**config.mk**
```make
export PLATFORM = sky130hd
export DESIGN_NAME = alu_result_stage
export DESIGN_NICKNAME = d
export VERILOG_FILES = /design/src/rtl/cpu_pkg.sv /design/src/rtl/alu_result_stage_fifo.sv /design/src/rtl/alu_result_stage.sv
export SDC_FILE = /design/constraint.sdc
export NUM_CORES = 1
export LEC_CHECK = 0
export ABC_CLOCK_PERIOD_IN_PS = 7050
export BUFFER_PORTS_ARGS = -buffer_cell sky130_fd_sc_hd__buf_2
export CORE_MARGIN = 5
export CORE_UTILIZATION = 40
export CTS_BUF_LIST = sky130_fd_sc_hd__clkbuf_2
export DETAILED_ROUTE_END_ITERATION = 8
export PLACE_DENSITY = 0.63
export SLEW_MARGIN = 10
export SYNTH_ARGS = -nofsm -noshare
export SYNTH_HDL_FRONTEND = slang
export SYNTH_SLANG_ARGS = --single-unit
```
**constraint.sdc**
```tcl
create_clock -name clk -period 7.05 [get_ports clk]
set_clock_uncertainty 0.05 [all_clocks]
set_input_delay 0 -clock clk [delete_from_list [all_inputs] [get_ports clk]]
set_output_delay 0 -clock clk [all_outputs]
set_load 0.01 [all_outputs]
```
**src/rtl/cpu_pkg.sv**
```systemverilog
// Shared CPU definitions: ALU opcodes and the result-buffer entry layout.
package cpu_pkg;

  localparam logic [4:0] OP_ADD = 5'b00011;
  localparam logic [4:0] OP_SUB = 5'b00100;
  localparam logic [4:0] OP_AND = 5'b01010;
  localparam logic [4:0] OP_OR  = 5'b01011;
  localparam logic [4:0] OP_MUL = 5'b01111;
  localparam logic [4:0] OP_DIV = 5'b10000;
  localparam logic [4:0] OP_NEG = 5'b10001;
  localparam logic [4:0] OP_NOT = 5'b10010;

  typedef struct packed {
    logic [63:0] rc;
    logic [4:0]  opcode;
    logic        zero;
  } entry_t;

  localparam int ENTRY_W = $bits(entry_t);

  // MUL and DIV are the only operations that produce an architectural HI/LO pair.
  function automatic logic writesHiLo(input logic [4:0] op);
    return (op == OP_MUL) || (op == OP_DIV);
  endfunction

endpackage

```
**src/rtl/alu_result_stage_fifo.sv**
```systemverilog
// In-order circular buffer of ALU result entries with valid/ready on both sides.
module result_fifo
  import cpu_pkg::*;
#(
  parameter  int DEPTH = 2,
  localparam int CW    = $clog2(DEPTH + 1)
) (
  input  logic               clk,
  input  logic               reset,
  input  logic               flush,
  input  logic               push_valid,
  output logic               push_ready,
  input  logic [ENTRY_W-1:0] push_data,
  output logic               pop_valid,
  input  logic               pop_ready,
  output logic [ENTRY_W-1:0] head_data,
  output logic [CW-1:0]      count
);

  localparam int            PW   = $clog2(DEPTH);
  localparam logic [CW-1:0] FULL = CW'(DEPTH);

  logic [ENTRY_W-1:0] mem_q [DEPTH];
  logic [PW-1:0]      head_q, head_d;
  logic [PW-1:0]      tail_q, tail_d;
  logic [CW-1:0]      count_q, count_d;
  logic               push;
  logic               pop;

  // No pass-through when full: acceptance depends only on stored occupancy.
  assign push_ready = (count_q < FULL);
  assign pop_valid  = (count_q != '0);
  assign push       = push_valid && push_ready && !flush;
  assign pop        = pop_valid && pop_ready && !flush;
  assign head_data  = mem_q[head_q];
  assign count      = count_q;

  always_comb begin
    head_d  = head_q;
    tail_d  = tail_q;
    count_d = count_q;
    if (flush) begin
      head_d  = '0;
      tail_d  = '0;
      count_d = '0;
    end else begin
      if (push) tail_d = tail_q + PW'(1);
      if (pop)  head_d = head_q + PW'(1);
      case ({push, pop})
        2'b10:   count_d = count_q + CW'(1);
        2'b01:   count_d = count_q - CW'(1);
        default: count_d = count_q;
      endcase
    end
  end

  always_ff @(posedge clk) begin
    if (!reset) begin
      head_q  <= '0;
      tail_q  <= '0;
      count_q <= '0;
      for (int i = 0; i < DEPTH; i++) mem_q[i] <= '0;
    end else begin
      head_q  <= head_d;
      tail_q  <= tail_d;
      count_q <= count_d;
      if (push) mem_q[tail_q] <= push_data;
    end
  end

endmodule

```
**src/rtl/alu_result_stage.sv**
```systemverilog
// ALU result stage: buffers results, presents the oldest as Z, and retires MUL/DIV into HI/LO.
module alu_result_stage
  import cpu_pkg::*;
#(
  parameter  int DEPTH = 2,
  localparam int CW    = $clog2(DEPTH + 1)
) (
  input  logic          clk,
  input  logic          reset,
  input  logic          in_valid,
  output logic          in_ready,
  input  logic [63:0]   in_rc,
  input  logic [4:0]    in_opcode,
  output logic          out_valid,
  input  logic          out_ready,
  output logic [31:0]   out_zhi,
  output logic [31:0]   out_zlo,
  output logic [4:0]    out_opcode,
  output logic          out_zero,
  input  logic          flush,
  input  logic [31:0]   bus_in,
  input  logic          hi_wr,
  input  logic          lo_wr,
  output logic [31:0]   hi_q,
  output logic [31:0]   lo_q,
  output logic [CW-1:0] count
);

  entry_t      inEntry;
  entry_t      headEntry;
  logic        retireHiLo;
  logic [31:0] hi_d;
  logic [31:0] lo_d;

  assign inEntry.rc     = in_rc;
  assign inEntry.opcode = in_opcode;
  assign inEntry.zero   = (in_rc[31:0] == 32'd0);

  result_fifo #(.DEPTH(DEPTH)) u_fifo (
    .clk        (clk),
    .reset      (reset),
    .flush      (flush),
    .push_valid (in_valid),
    .push_ready (in_ready),
    .push_data  (inEntry),
    .pop_valid  (out_valid),
    .pop_ready  (out_ready),
    .head_data  (headEntry),
    .count      (count)
  );

  assign out_zhi    = headEntry.rc[63:32];
  assign out_zlo    = headEntry.rc[31:0];
  assign out_opcode = headEntry.opcode;
  assign out_zero   = headEntry.zero;

  // A bus write is younger than the retiring entry, so it overrides that register only.
  assign retireHiLo = out_valid && out_ready && !flush && writesHiLo(headEntry.opcode);

  always_comb begin
    hi_d = hi_q;
    lo_d = lo_q;
    if (retireHiLo) begin
      hi_d = headEntry.rc[63:32];
      lo_d = headEntry.rc[31:0];
    end
    if (hi_wr) hi_d = bus_in;
    if (lo_wr) lo_d = bus_in;
  end

  always_ff @(posedge clk) begin
    if (!reset) begin
      hi_q <= '0;
      lo_q <= '0;
    end else begin
      hi_q <= hi_d;
      lo_q <= lo_d;
    end
  end

endmodule

```
==> results.toml, run 1 <==
[critical_path]
crit_path_frequent_cell = "buf_4"
cp_slowest_cell = "dfxtp_4"
crit_fanout = 65
critPathTopFamily = "buffers and inverters"
path_cells = "buf_4, mux2_4, nand3_1, a2bb2oi_4, buf_4, nand2b_4, buf_4, o211ai_1, dlygate4sd3_1"
critical_path_arrival_ns = 5.30
path_class = "flop to flop"
cp-end-kind = "flop"
reg2reg_depth = 9
cp_slowest_stage_delay_ns = 0.69
r2r-end = "lo_q[2]"
worstSetupStartpointType = "flop"
cp.buffers_inverters = 4
worstPathRequired_ns = 7.68
rrSetupSlack_ns = 2.38

[synthesis]
synth-simple-area-share_pct = 16.9
muxShareOfSynthArea_pct = 7.91
netlist_area_sq_mm = 0.0101
syn_nets = 915
synth_top_family_by_area = "simple AND/OR/NAND/NOR gates"
syn_area_per_cell_sq_um = 12.5
ys_ff_latch = 209
synth_xor_area_share_pct = 0.348
yosysWarningCount = 0
synth_top_flop_cell = "edfxtp_1"
yosys-top-cells-count = "and2_1 (141), edfxtp_1 (140), nand3_1 (129)"
synthArstFlopShare_pct = 0
ys_seq_area_share_pct = 55.5
synthTopCellsByArea = "edfxtp_1 (42%), dfxtp_1 (14%), and2_1 (8.8%)"
yosysTopAreaCellShare_pct = 41.8
synth-compound-area-share_pct = 14.5
synth_cell_types = 32
yosys.area.top_type = "edfxtp_1"
syn_inst = 806
synth.most_common_cell = "and2_1"
synthAdderAreaFrac_pct = 0.124
synth_edf_count = 140

[power]
total_power_w = 0.00262
leakage_nw = 5.81
power_density_mw_per_mm2 = 186
ir_worst_vdd_mv = 0.0988

[die]
core.rowCount = 58
start_util_pct = 40.3
die_x_um = 169
fp.dieArea_sq_mm = 0.0284
pin_count = 246
core_area_sq_mm = 0.0250
die_h_um = 169

[grt]
grt_max_degree = 105
grt_pass1_vias = 8720
grt_pass1_wl_um = 48400
grtUsageTotal_pct = 21.3
antenna_found_initial = 3
grt.overflow.total = 0

[drt]
drt_iter0_drc = 580
avgViaCountPerCell = 5.16
ant_nets = 0
vias = 8378
finalWirelength_um = 31000
drc = 0
drtPass1Iterations = 5
wire_per_inst_um = 19.1

[finish]
drive_above_1_share_pct = 38.7
finalNetCount = 1360
area_delta_synth_final_pct = 39.9

[clocking]
cts.repair.resized = 0
cts_buffers = 53
htreeDepth = 2
cts_setup_buffers = 0
worstSkewPairLatency_ns = 0.79
cts.path.max_buffers = 3
clk_pin_slew_ns = 0.10
cts_root_buf = "clkbuf_2"
cts_tree = "yes"
clock_sinks = 209

[placement]
portBuffers = 245
hpwl_um = 19100
place.gp.congestion = 0.794

[timing]
rsz0062_at_grt = "false"
finalCriticalPeriod_ns = 4.67
drv_slew = 0
hold_viol = 0
worst-slew-pin-transition_ns = 1.17
fin_tns_setup_ns = 0
max_slew_margin_pct = 21.6
fmax_mhz = 214
setup_viol = 0
period_share_pct = 66.2

[worst_hold_path]
whs_path_depth = 6
min_to = "u_fifo.mem_q[1][0]"
hold_class = "input pin to flop"
hold_start = "in_rc[20]"

[outcome]
outcome = "finished clean"

[job]
drv_cap = 0
-- flip-flops by register name, summed over array words and instances (netlist names), named ones only --
| register | cells |
|---|---|
| u_fifo.mem_q | 140 |
| u_fifo.tail_q | 1 |
| lo_q | 32 |
| u_fifo.count | 2 |
| u_fifo.head_q | 1 |
| hi_q | 32 |
-- where the power goes --
part           switching [W]  internal, W  leakage [nW]
clock network       0.000480     0.000327         0.384
logic               0.000215     0.000199          3.39
registers          0.0000262      0.00137          2.03
-- cell type report --
cell class,instances,area [sq um]
clock buffers,90,450
fillers,2122,10900
clock inverters,5,18.8
diodes,3,7.51
flip-flops and latches,209,5590
inverters,6,22.5
repair buffers,477,3530
multi-input cells,504,4030
well taps,330,413
-- stage by stage --
step	setup slack [ns]	utilization (%)	hold slack (ns)	std cells	instance area [sq um]
floorplan	0.789	-	0.0981	806	10100
global placement	2.85	45.5	0.215	1303	11400
detailed placement	2.86	45.5	0.221	1303	11400
CTS	2.31	56.3	0.138	1621	14100
global route	2.11	56.3	0.202	1624	14100
finish	2.38	56.3	0.276	1624	14100
-- worst max-delay path by stage --
stage	startpoint	endpoint	slack (ns)	cells after the start
global route	flop	lo_q[2]	2.11	9
floorplan	u_fifo.count[1]	u_fifo.mem_q[1][0]	0.79	4
global placement	flop	lo_q[0]	2.85	8
CTS	flop	lo_q[2]	2.31	9
detailed placement	flop	lo_q[2]	2.86	8
finish	flop	lo_q[2]	2.38	9
-- worst min-delay path: stages --
cell and delay (ns):
dlygate4sd3_1 0.52, buf_2 0.11, nor4_1 0.04, nand4_1 0.07, nor2_1 0.06, and2_1 0.13
-- placed cells by master, fill, tap and decap left out, types with 2 or more instances in the layout --
master	Yosys	routed
mux2_4	2	2
buf_4	1	9
and2_1	141	141
and3_2	0	2
nor4_1	8	8
dlygate4sd3_1	0	223
nor2_1	6	6
o2111ai_2	13	13
diode_2	0	3
o21ai_4	0	2
xnor2_1	2	2
edfxtp_1	140	140
clkinv_1	0	4
o2111ai_1	51	51
buf_2	8	244
dfxtp_1	69	68
nand2b_1	2	2
inv_1	4	4
nand4_1	2	2
nand3_1	129	129
mux2_2	68	68
o211ai_2	60	60
xor2_1	2	2
inv_2	2	3
or2_2	2	2
clkbuf_2	0	90
o211ai_1	4	4
-- layer usage --
layer,wire length (um),up-vias,global-route usage [%],share of wire [%]
met1,13700,4000,29.0,44
li1,-,3994,-,-
met5,0,-,0,0
met4,916,0,7.97,3.0
met2,14300,312,33.3,46
met3,2060,72,4.79,6.6
-- cells by family after synthesis --
group           Yosys count
compound gates          133
xor+xnor                  4
fa+ha+maj                 1
buf+inv                  93
flops                   209
mux                      70
simple gates            296
-- repair_timing --
action / in CTS / in global routing
hold buffers: 223 / 0
endpoints found under the hold margin: 209 / 0
setup endpoints to repair: 0 / 0
Note: power is estimated with default switching activity, not from simulation.
==> run 2: changes to the inputs <==
- ABC_CLOCK_PERIOD_IN_PS: 7050 -> 4350
- clock period: 7.05 -> 4.35 ns (I/O delays scaled with it)
==> results.toml, run 2 (synthesis results as in run 1) <==
[clocking]
cts_tree = "yes"
clk_pin_slew_ns = 0.10
cts.path.max_buffers = 3
cts_hold_buffers = 233
cts_root_buf = "clkbuf_2"
cts_setup_buffers = 0
htreeDepth = 2
clock_sinks = 209
cts_buffers = 54
worstSkewPairLatency_ns = 0.80
cts.repair.resized = 0

[critical_path]
path_class = "flop to flop"
cp-end-kind = "flop"
critical_path_arrival_ns = 4.07
worstPathRequired_ns = 5.02
worstSetupStartpointType = "flop"
rrSetupSlack_ns = 0.95
crit_fanout = 64

[power]
leakage_nw = 5.89
power_density_mw_per_mm2 = 302
total_power_w = 0.00430
ir_worst_vdd_mv = 0.155

[finish]
final_util_pct = 57.0
finalNetCount = 1374
instances_no_fill = 1646
largest_reg_flops = 140
regMostFlops = "u_fifo.mem_q"
top_regs = "u_fifo.mem_q x140, hi_q x32, lo_q x32"
drive_above_1_share_pct = 38.7
final_cell_mix = "buf_2 (244), dlygate4sd3_1 (234), and2_1 (141)"
layout.cells.most_common = "buf_2"
area_delta_synth_final_pct = 41.5

[drt]
ant_nets = 0
highest_layer = "met4"
wl_met2_um = 14400
wl_met1_um = 13600
avgViaCountPerCell = 5.17
drc = 0
drtPass1Iterations = 5
wl_met3_um = 2060
drt_iter0_drc = 529
vias = 8505
finalWirelength_um = 31000
wire_per_inst_um = 18.8

[die]
fp.dieArea_sq_mm = 0.0284
start_util_pct = 40.3
core.rowCount = 58
core_area_sq_mm = 0.0250
die_x_um = 169
die_h_um = 169
pin_count = 246

[timing]
setup_ws_ns = 0.952
rsz0062_at_grt = "false"
fmax_mhz = 294
drv_slew = 0
period_share_pct = 78.1
fin_tns_setup_ns = 0
max_slew_margin_pct = 24.9
hold_viol = 0
finalCriticalPeriod_ns = 3.40
setup_viol = 0
worst-slew-pin-transition_ns = 1.13

[placement]
placed_cells = 1305
hpwl_um = 18900
place_ws_ns = 1.56
place.gp.congestion = 0.819
portBuffers = 245

[job]
drv_cap = 0

[worst_hold_path]
hold_class = "input pin to flop"

[grt]
grt_pass1_vias = 8756
grt_max_degree = 108
grt.overflow.total = 0
grtUsageTotal_pct = 21.4
antenna_found_initial = 5
grt_pass1_wl_um = 48600

[outcome]
outcome = "finished clean"
==> run 2: cell types whose count changed in the layout (fill, tap and decap cells not counted) <==
cell / previous run / this run
diode_2: 3 / 5
clkinvlp_4: 0 / 1
dlygate4sd3_1: 223 / 234
clkinv_2: 0 / 4
clkinv_1: 4 / 6
buf_4: 9 / 11
==> run 2: worst paths after layout <==
kind	startpoint	to	depth (start not counted)
worst max-delay path	flop	hi_q[30]	6
worst min-delay path	in_rc[31]	u_fifo.mem_q[1][0]	6
worst max register to register	flop	hi_q[30]	6
worst min register to register	u_fifo.head_q	u_fifo.head_q	2
==> run 2: power by group <==
group | total [W] | internal (W) | leakage [nW] | switching [W]
combinational | 0.000682 | 0.000331 | 3.45 | 0.000351
sequential | 0.00226 | 0.00222 | 2.03 | 0.0000407
clock | 0.00135 | 0.000544 | 0.403 | 0.000807
total | 0.00430 | 0.00310 | 5.89 | 0.00120
==> run 2: through the flow <==
stage               instance area (sq um)  hold slack, ns
floorplan                           10100          0.0981
global placement                    11400           0.214
detailed placement                  11400           0.222
CTS                                 14200         0.00673
global route                        14200           0.184
finish                              14200           0.217
==> run 2: worst max-delay path, cell delays in order, from the launching register on <==
cell           delay (ns)
dfxtp_4              0.74
mux2_2               0.45
nor4_4               0.28
a2bb2oi_4            0.09
nand2b_4             0.66
o211ai_2             0.39
dlygate4sd3_1        0.61
==> run 2: area by class of cell <==
class | count | area (sq um)
well taps | 330 | 413
diodes | 5 | 12.5
fillers | 2145 | 10700
clock buffers | 90 | 450
flip-flops and latches | 209 | 5590
repair buffers | 490 | 3660
inverters | 6 | 22.5
multi-input cells | 504 | 4030
clock inverters | 12 | 53.8
==> run 2: routing by layer <==
layer  up-vias  GRT usage [%]
li1       4031              -
met1      4083           28.7
met2       329           34.3
met3        62           5.02
met4         0           7.23
met5         -              0
